<file path="config.mk">
export PLATFORM = sky130hd
export DESIGN_NAME = vga_plot_arbiter
export DESIGN_NICKNAME = d
export VERILOG_FILES = /design/src/rtl/snake_pkg.sv /design/src/rtl/screen_clear_sweeper.sv /design/src/rtl/vga_plot_arbiter.sv
export SDC_FILE = /design/constraint.sdc
export NUM_CORES = 1
export LEC_CHECK = 0
export BUFFER_PORTS_ARGS = -buffer_cell sky130_fd_sc_hd__buf_2
export CORE_MARGIN = 2
export CORE_UTILIZATION = 50
export CTS_BUF_LIST = sky130_fd_sc_hd__clkbuf_2
export DETAILED_ROUTE_END_ITERATION = 12
export PLACE_DENSITY = 0.86
export SLEW_MARGIN = 5
export SYNTH_ARGS = -nofsm -noshare
export SYNTH_HDL_FRONTEND = slang
export SYNTH_SLANG_ARGS = --single-unit
</file>
<file path="constraint.sdc">
create_clock -name clk -period 10.9 [get_ports clk]
set_input_delay 1.09 -clock clk [delete_from_list [all_inputs] [get_ports clk]]
set_output_delay 1.09 -clock clk [all_outputs]
set_load 0.05 [all_outputs]
</file>
<file path="src/rtl/snake_pkg.sv">
// Shared constants and state encoding for the snake game's VGA-side blocks.
package snake_pkg;

  localparam int SCREEN_W = 160;
  localparam int SCREEN_H = 120;

  localparam int X_W   = 8;
  localparam int Y_W   = 7;
  localparam int COL_W = 3;

  typedef enum logic [0:0] {
    ARB   = 1'b0,
    CLEAR = 1'b1
  } plot_state_e;

  // Round-robin successor of a port index, wrapping modulo n.
  function automatic int next_port(input int idx, input int n);
    return (idx + 1 >= n) ? 0 : idx + 1;
  endfunction

endpackage

</file>
<file path="src/rtl/screen_clear_sweeper.sv">
// Raster counters for the full-screen sweep: tracks the pixel currently on the
// VGA port and offers its raster successor plus a last-pixel flag.
module screen_clear_sweeper
  import snake_pkg::X_W, snake_pkg::Y_W;
#(
  parameter int SCREEN_W = snake_pkg::SCREEN_W,
  parameter int SCREEN_H = snake_pkg::SCREEN_H
) (
  input  logic           clk,
  input  logic           reset_n,
  input  logic           start_i,
  input  logic           step_i,
  output logic [X_W-1:0] x_nxt_o,
  output logic [Y_W-1:0] y_nxt_o,
  output logic           done_o
);

  logic [X_W-1:0] x_q;
  logic [Y_W-1:0] y_q;
  logic           x_wrap;

  assign x_wrap  = (x_q == X_W'(SCREEN_W - 1));
  assign x_nxt_o = x_wrap ? '0 : x_q + X_W'(1);
  assign y_nxt_o = x_wrap ? y_q + Y_W'(1) : y_q;
  assign done_o  = x_wrap && (y_q == Y_W'(SCREEN_H - 1));

  // NOTE: reset is tested inside the clocked block, so it only acts on a clock edge.
  always_ff @(posedge clk) begin
    if (!reset_n) begin
      x_q <= '0;
      y_q <= '0;
    end else if (start_i) begin
      x_q <= '0;
      y_q <= '0;
    end else if (step_i) begin
      x_q <= x_nxt_o;
      y_q <= y_nxt_o;
    end
  end

endmodule

</file>
<file path="src/rtl/vga_plot_arbiter.sv">
// Round-robin arbiter sharing the VGA adapter write port between pixel producers.
// Define PLOT_ARB_CLEAR_EN to build in the full-screen sweeper (CLEAR state).
module vga_plot_arbiter
  import snake_pkg::X_W, snake_pkg::Y_W, snake_pkg::COL_W, snake_pkg::plot_state_e,
         snake_pkg::ARB, snake_pkg::CLEAR, snake_pkg::next_port;
#(
  parameter int NREQ     = 3,
  parameter int SCREEN_W = snake_pkg::SCREEN_W,
  parameter int SCREEN_H = snake_pkg::SCREEN_H
) (
  input  logic                  clk,
  input  logic                  reset_n,
  input  logic [NREQ-1:0]       req,
  input  logic [NREQ*X_W-1:0]   x_in,
  input  logic [NREQ*Y_W-1:0]   y_in,
  input  logic [NREQ*COL_W-1:0] colour_in,
  output logic [NREQ-1:0]       gnt,
  input  logic                  clear_req,
  input  logic [COL_W-1:0]      clear_colour,
  output logic                  clear_busy,
  output logic [X_W-1:0]        x_out,
  output logic [Y_W-1:0]        y_out,
  output logic [COL_W-1:0]      colour_out,
  output logic                  plot
);

  localparam int PTR_W = (NREQ > 1) ? $clog2(NREQ) : 1;

  plot_state_e      state_q, state_d;
  logic [PTR_W-1:0] ptr_q, ptr_d;
  logic [NREQ-1:0]  gnt_q, gnt_d;
  logic             plot_q, plot_d;
  logic             busy_q, busy_d;
  logic [X_W-1:0]   x_q, x_d;
  logic [Y_W-1:0]   y_q, y_d;
  logic [COL_W-1:0] col_q, col_d;

  logic [NREQ-1:0]  elig;
  logic             sel_vld;
  int               sel_idx;
  logic [X_W-1:0]   sel_x;
  logic [Y_W-1:0]   sel_y;
  logic [COL_W-1:0] sel_col;

  logic             clear_go;
  logic             sweep_start;
  logic             sweep_step;
  logic             sweep_done;
  logic [X_W-1:0]   sweep_x_nxt;
  logic [Y_W-1:0]   sweep_y_nxt;

`ifdef PLOT_ARB_CLEAR_EN
  assign clear_go = clear_req;

  screen_clear_sweeper #(
    .SCREEN_W (SCREEN_W),
    .SCREEN_H (SCREEN_H)
  ) u_sweeper (
    .clk     (clk),
    .reset_n (reset_n),
    .start_i (sweep_start),
    .step_i  (sweep_step),
    .x_nxt_o (sweep_x_nxt),
    .y_nxt_o (sweep_y_nxt),
    .done_o  (sweep_done)
  );
`else
  logic unused_clear;

  assign clear_go     = 1'b0;
  assign sweep_done   = 1'b0;
  assign sweep_x_nxt  = '0;
  assign sweep_y_nxt  = '0;
  assign unused_clear = ^{clear_req, sweep_start, sweep_step};
`endif

  // The port shown this cycle sits out the next decision, so a held request
  // can never be granted twice for the same pixel.
  assign elig = req & ~gnt_q;

  // NOTE: every signal written in an always_comb gets a default first, so no latch is inferred.
  always_comb begin
    sel_vld = 1'b0;
    sel_idx = 0;
    for (int off = 0; off < NREQ; off++) begin
      int cand;
      cand = int'(ptr_q) + off;
      if (cand >= NREQ) cand = cand - NREQ;
      if (!sel_vld && elig[cand]) begin
        sel_vld = 1'b1;
        sel_idx = cand;
      end
    end
  end

  assign sel_x   = x_in[sel_idx*X_W +: X_W];
  assign sel_y   = y_in[sel_idx*Y_W +: Y_W];
  assign sel_col = colour_in[sel_idx*COL_W +: COL_W];

  always_comb begin
    state_d     = state_q;
    ptr_d       = ptr_q;
    gnt_d       = '0;
    plot_d      = 1'b0;
    busy_d      = 1'b0;
    x_d         = x_q;
    y_d         = y_q;
    col_d       = col_q;
    sweep_start = 1'b0;
    sweep_step  = 1'b0;

    case (state_q)
      ARB: begin
        if (clear_go) begin
          state_d     = CLEAR;
          sweep_start = 1'b1;
          busy_d      = 1'b1;
          plot_d      = 1'b1;
          x_d         = '0;
          y_d         = '0;
          col_d       = clear_colour;
        end else if (sel_vld) begin
          gnt_d[sel_idx] = 1'b1;
          x_d            = sel_x;
          y_d            = sel_y;
          col_d          = sel_col;
          // Off-screen pixels still consume their grant but never strobe the adapter.
          plot_d         = (sel_x < X_W'(SCREEN_W)) && (sel_y < Y_W'(SCREEN_H));
          ptr_d          = PTR_W'(next_port(sel_idx, NREQ));
        end
      end
      CLEAR: begin
        if (sweep_done) begin
          state_d = ARB;
        end else begin
          sweep_step = 1'b1;
          busy_d     = 1'b1;
          plot_d     = 1'b1;
          x_d        = sweep_x_nxt;
          y_d        = sweep_y_nxt;
        end
      end
      default: state_d = ARB;
    endcase
  end

  // NOTE: state registers use non-blocking assignments so every flop samples pre-edge values.
  always_ff @(posedge clk) begin
    if (!reset_n) begin
      state_q <= ARB;
      ptr_q   <= '0;
      gnt_q   <= '0;
      plot_q  <= 1'b0;
      busy_q  <= 1'b0;
      x_q     <= '0;
      y_q     <= '0;
      col_q   <= '0;
    end else begin
      state_q <= state_d;
      ptr_q   <= ptr_d;
      gnt_q   <= gnt_d;
      plot_q  <= plot_d;
      busy_q  <= busy_d;
      x_q     <= x_d;
      y_q     <= y_d;
      col_q   <= col_d;
    end
  end

  assign gnt        = gnt_q;
  assign plot       = plot_q;
  assign clear_busy = busy_q;
  assign x_out      = x_q;
  assign y_out      = y_q;
  assign colour_out = col_q;

endmodule

</file>
# Yosys cells after proc, flatten, opt, wreduce, memory -nomap -nowiden
# Index checks and enable logic that the tools add are counted.
[word_totals]
word_cells = 71
reg_bits = 25
input_bits = 63
[classes]
muxes = 28
shifts = 3
n_bitwise = 5
magnitude_cmp = 11
multipliers = 2
n_addsub = 6
n_eq_ne = 1
reduce_logical = 8
[op_table]
columns = ["op", "n"]
rows = [
  ["$mux 32", 6],
  ["$lt 32x4->1 const B", 4],
  ["$add 32x2->32 const B", 1],
  ["$ge 32x1->1 const B", 1],
  ["$ge 32x3->1 const B", 1],
  ["$mul 32x3->32 const B", 1],
  ["$mul 32x4->32 const B", 1],
  ["$shiftx 21x32->7", 1],
  ["$shiftx 24x32->8", 1],
  ["$shiftx 9x32->3", 1],
  ["$pmux 8 s2", 1],
  ["$pmux 7 s2", 1],
  ["$mux 1", 11],
  ["$lt 8x8->1 const B", 1],
  ["$mux 8", 1],
  ["$sub 3x2->4 const B", 2],
  ["$lt 7x7->1 const B", 1],
  ["$mux 7", 1],
  ["$bmux 1 s2", 3],
  ["$ge 3x2->1 const B", 2],
  ["$logic_and 1x1->1", 4],
  ["$pmux 1 s2", 2],
  ["$add 2x1->3 const B", 1],
  ["$add 2x2->3 const B", 1],
  ["11 further kinds", 14],
]

# Depth between registers and ports, before layout
[logic_depth]
word_depth = 18
depth_mapped = 24
ltp_nobuf = 20

# Least setup slack after synthesis
# No wires, ideal clock.
[synth_path]
path_kind = "input to register"
from = "input port req[0]"
to = "register y_q[3] (netlist: y_out[3])"
cell_stages = 20
required_time_ps = 10784
t_arrival_ps = 5839
slack_ps = 4945
path_cell_list = "nand2b_1 a21oi_2 o41a_4 o21ai_4 buf_12 buf_4 buf_6 clkbuf_1 ha_1 xnor2_1 clkinv_1 ha_1 or2_2 ha_1 a21oi_1 xnor2_1 xor2_1 mux2_2 a41o_1 o211a_1"
[synth_between]
elab_chain_cells = 15
elab_cells_between_ends = 25
cone_classes = "mul (1); eq/ne (1); shift (1); mux (17); bitwise (1); reduce/logical (4)"
[synth_lines]
columns = ["item", "line_no", "rtl"]
rows = [
  ["from (decl)", "vga_plot_arbiter.sv:13", "input logic [NREQ-1:0] req,"],
  ["$and 3x3->3 *", "vga_plot_arbiter.sv:79", "assign elig = req & ~gnt_q;"],
  ["$bmux 1 s2", "vga_plot_arbiter.sv:89", "if (!sel_vld && elig[cand]) begin"],
  ["$mux 1 (implied by the code) (2 in series)", "vga_plot_arbiter.sv:89", ""],
  ["$mux 1", "vga_plot_arbiter.sv:89", ""],
  ["$logic_not 1->1", "vga_plot_arbiter.sv:89", ""],
  ["$logic_and 1x1->1", "vga_plot_arbiter.sv:89", ""],
  ["$mux 1", "vga_plot_arbiter.sv:89", ""],
  ["$logic_not 1->1", "vga_plot_arbiter.sv:89", ""],
  ["$logic_and 1x1->1", "vga_plot_arbiter.sv:89", ""],
  ["$mux 32", "vga_plot_arbiter.sv:89", ""],
  ["$mul 32x4->32", "vga_plot_arbiter.sv:97", "assign sel_y = y_in[sel_idx*Y_W +: Y_W];"],
  ["$shiftx 21x32->7", "vga_plot_arbiter.sv:97", ""],
  ["$mux 7", "vga_plot_arbiter.sv:122", "end else if (sel_vld) begin"],
  ["$pmux 7 s2", "vga_plot_arbiter.sv:112", "case (state_q)"],
  ["to (signal assigned)", "vga_plot_arbiter.sv:165", "y_q <= y_d;"],
  ["to (decl)", "vga_plot_arbiter.sv:35", "logic [Y_W-1:0] y_q, y_d;"],
]
# Every way passes the cells marked *; elsewhere a longest branch is shown, timed or not. The select of a mux whose other input is x is not followed.
# A chain may end at the register's enable or synchronous reset.

# Final worst setup path
[layout_path]
from = "register ptr_q[1]"
to = "register y_q[3] (netlist: y_out[3])"
[layout_between]
elab_chain_cells = 16
elab_cells_between_ends = 35
cone_classes = "add/sub (5); mul (1); order compare (3); eq/ne (1); shift (1); mux (20); reduce/logical (4)"
[layout_lines]
columns = ["item", "line_no", "rtl"]
rows = [
  ["from (decl)", "vga_plot_arbiter.sv:30", "logic [PTR_W-1:0] ptr_q, ptr_d;"],
  ["from (signal assigned)", "vga_plot_arbiter.sv:160", "ptr_q <= ptr_d;"],
  ["branches (longest 16 deep; another with $mul 32x4->32)", "-", ""],
]
# Parallel ways; which one is timed is not known. The select of a mux whose other input is x is not followed.

==> results.toml <==
[run_status]
outcome = "complete, no violations"

[layout]
final_util_pct = 59.54
final_cell_mix = "buf_2 (80), nor2_1 (49), mux2i_1 (38), ha_1 (28), nand2_1 (25)"
final_common_cell = "buf_2"
diodes = 0
design_area_um2 = 3546
seqCellArea_um2 = 480.5
multi_input_area_um2 = 2445
final_nets = 523
drive_gt1_share_pct = 27.51
syn_to_final_growth_pct = 13.95
fillers = 533

[yosys]
seq_area_frac_synth_pct = 15.44
ys_types = 72
synth_area_leaders = "dfxtp_1 (15%), mux2i_1 (12%), ha_1 (11%)"
synth-edff-count = 0
synth-async-reset-ratio_pct = 0
synth_nets = 457
ys.flop_type = "dfxtp_1"
yosysWarnings = 0
syn_area_um2 = 3112
synth_top_cell_by_area = "dfxtp_1"
synth-seq-cells = 24
synth_cells = 364
yosys.area.top_type_share_pct = 15.44
avgSynthCellArea_um2 = 8.549

[placement]
port_buffers = 80
gp_congestion = 0.8816
pre_cts_slack_ns = 4.454
placed_area_um2 = 3501
dp.final_hpwl_um = 6546

[timing]
maxSlewHeadroom_pct = 23.39
finalMaxSlewViolations = 0
layout_setup_ws_ns = 4.615
skew_ns = 0.02195
tightest_slew_ns = 1.149
fmax_mhz = 159.1
hold_violations = 0
post-route-period-util_pct = 57.66
grt_setup_unrepaired = "no"
setup_viol = 0
finalSetupTns_ns = 0
min_period_ns = 6.285

[clock_network]
post_cts_buffers = 0
cts_made_buffers = 3
postCtsResizedCells = 0
cts_max_path_buffers = 2
worstSkewPairLatency_ns = 0.34
cts_hold_buf = 0
path_clk_slew_ns = 0.24
tritoncts = "done"
cts.sinks = 24
h-tree-depth = 1
ctsRootBufferMaster = "clkbuf_2"

[floorplan]
io_pins = 86
dieArea_um2 = 6871
initial_utilization_pct = 52.25
placementRows = 28
die-width_um = 82.89
core-area_um2 = 5956
fp.dieH_um = 82.89

[grt]
grt_pass1_wl_um = 13880
grt_use_met3_pct = 1.491
grt_busiest_layer = "met2"
antenna_found_initial = 0
grt_use_met1_pct = 31.78
grt_usage_pct = 23.50
grt_max_degree = 43
grt-ovfl-total = 0
use_met2_pct = 40.54
grt_pass1_vias = 2918

[worst_setup_path]
r2r_slack_ns = 4.61
r2r-end = "y_out[3]"
crit_path_start_kind = "flip-flop"
crit_chain = "inv_1 -> ha_1 -> clkinv_4 -> o221ai_2 -> o41ai_1 -> a32oi_1 -> inv_1 -> ha_1 -> xnor2_1 -> clkinv_1 -> ha_1 -> or2_2 -> ha_1 -> a21oi_1 -> xnor2_1 -> xor2_1 -> mux2_2 -> a41o_1 -> o211a_1"
critPathMaxStageDelay_ns = 0.56
critical_path.top_delay_family = "adder cells"
path_class = "reg2reg"
rr_worst_depth = 19
cp-endpoint = "y_out[3]"
cp_num_buf_inv = 4
cp_slowest_cell = "a32oi_1"
rr_startpoint = "ptr_q[1]"
cp-startpoint = "ptr_q[1]"
end_kind = "flip-flop"
critPathMaxFanout = 10
crit_path_frequent_cell = "ha_1"
worstPathRequired_ns = 11.15
cp.depth = 19
crit_arrival_ns = 6.54

[power]
p_leak_uw = 0.001651
irDropWorstVdd_mv = 0.1776
finalPower_uw = 1212
p_per_area_nw_per_um2 = 341.8

[min_path]
hold_path_class = "reg2reg"

[routing]
vias_per_cell = 6.129
drt-wirelength-per-cell_um = 16.56
dr.pass1.iters = 5
ant_nets = 0
routed_wl_um = 8346
remaining_drc_errors = 0
vias = 3089
drtIter0Drc = 209

[flow_run]
cap_violations = 0
==> synth_stat cells, types with 3 or more instances <==
cell,number
a2111oi_0,3
a21o_1,3
a21oi_1,24
a311oi_1,5
a31oi_1,4
and3_1,4
buf_4,3
buf_6,3
clkbuf_1,13
clkinv_1,3
dfxtp_1,24
ha_1,28
inv_1,7
mux2_2,6
mux2i_1,38
mux4_1,3
mux4_2,10
nand2_1,25
nand2b_1,3
nand3_1,15
nand4_1,4
nor2_1,49
nor3_1,9
o211ai_1,3
o21ai_0,6
o221ai_1,6
xnor2_1,4
xor2_1,5
==> worst min path at each step <==
stage	depth (start not counted)	from	to	slack [ns]
final	2	x_out[7]	x_out[7]	0.47
after floorplan	1	ptr_q[0]	ptr_q[0]	0.55
after CTS	2	x_out[7]	x_out[7]	0.47
after global routing	2	x_out[7]	x_out[7]	0.49
after global placement	2	x_out[7]	x_out[7]	0.44
after detailed placement	2	x_out[7]	x_out[7]	0.45
==> cells by family after synthesis <==
logic type / synth area share, %
AND/OR/NAND/NOR: 18.66
AO/OA/AOI/OAI: 20.35
multiplexers: 24.17
buffers and inverters: 6.192
adder cells (fa/ha/maj): 12.55
flip-flops: 15.44
XOR/XNOR: 2.533
other: 0.1205
==> metrics by stage <==
stage          hold slack, ns  std cells
6_report               0.4666        504
5_1_grt                0.4867        504
4_1_cts                0.4722        504
3_5_place_dp           0.4470        500
3_3_place_gp           0.4428        500
2_1_floorplan          0.5549        364
==> area by class of cell <==
type                    count  share of cell area [%]
multi-input cells         305                   68.95
repair buffers             83                   11.93
clock buffers               3                  0.4234
flip-flops and latches     24                   13.55
inverters                  13                   1.658
well taps                  75                   2.646
clock inverters             1                  0.8469
==> power breakdown <==
group | internal, µW | switching (µW)
clock | 31.6 | 26.5
sequential | 125 | 19.8
combinational | 387 | 622
==> per-layer routing <==
metal / wire length [µm] / part of all wire (%)
met2: 4154 / 50
met1: 3682 / 44
met4: 74 / 0.89
met5: 0 / 0
met3: 435 / 5.2
==> registers in the layout (all words and copies together) (netlist names) <==
signal,count
colour_out,3
gnt,3
plot,1
ptr_q,2
x_out,8
y_out,7
==> tightest hold or removal path, delay by kind of cell (launching register included) <==
| family | cells | cell delay, ns |
|---|---|---|
| and+or+nand+nor | 1 | 0.05 |
| AOI/OAI and AO/OA | 1 | 0.05 |
| DFF | 1 | 0.36 |
Power figures use the tool's default switching activity.
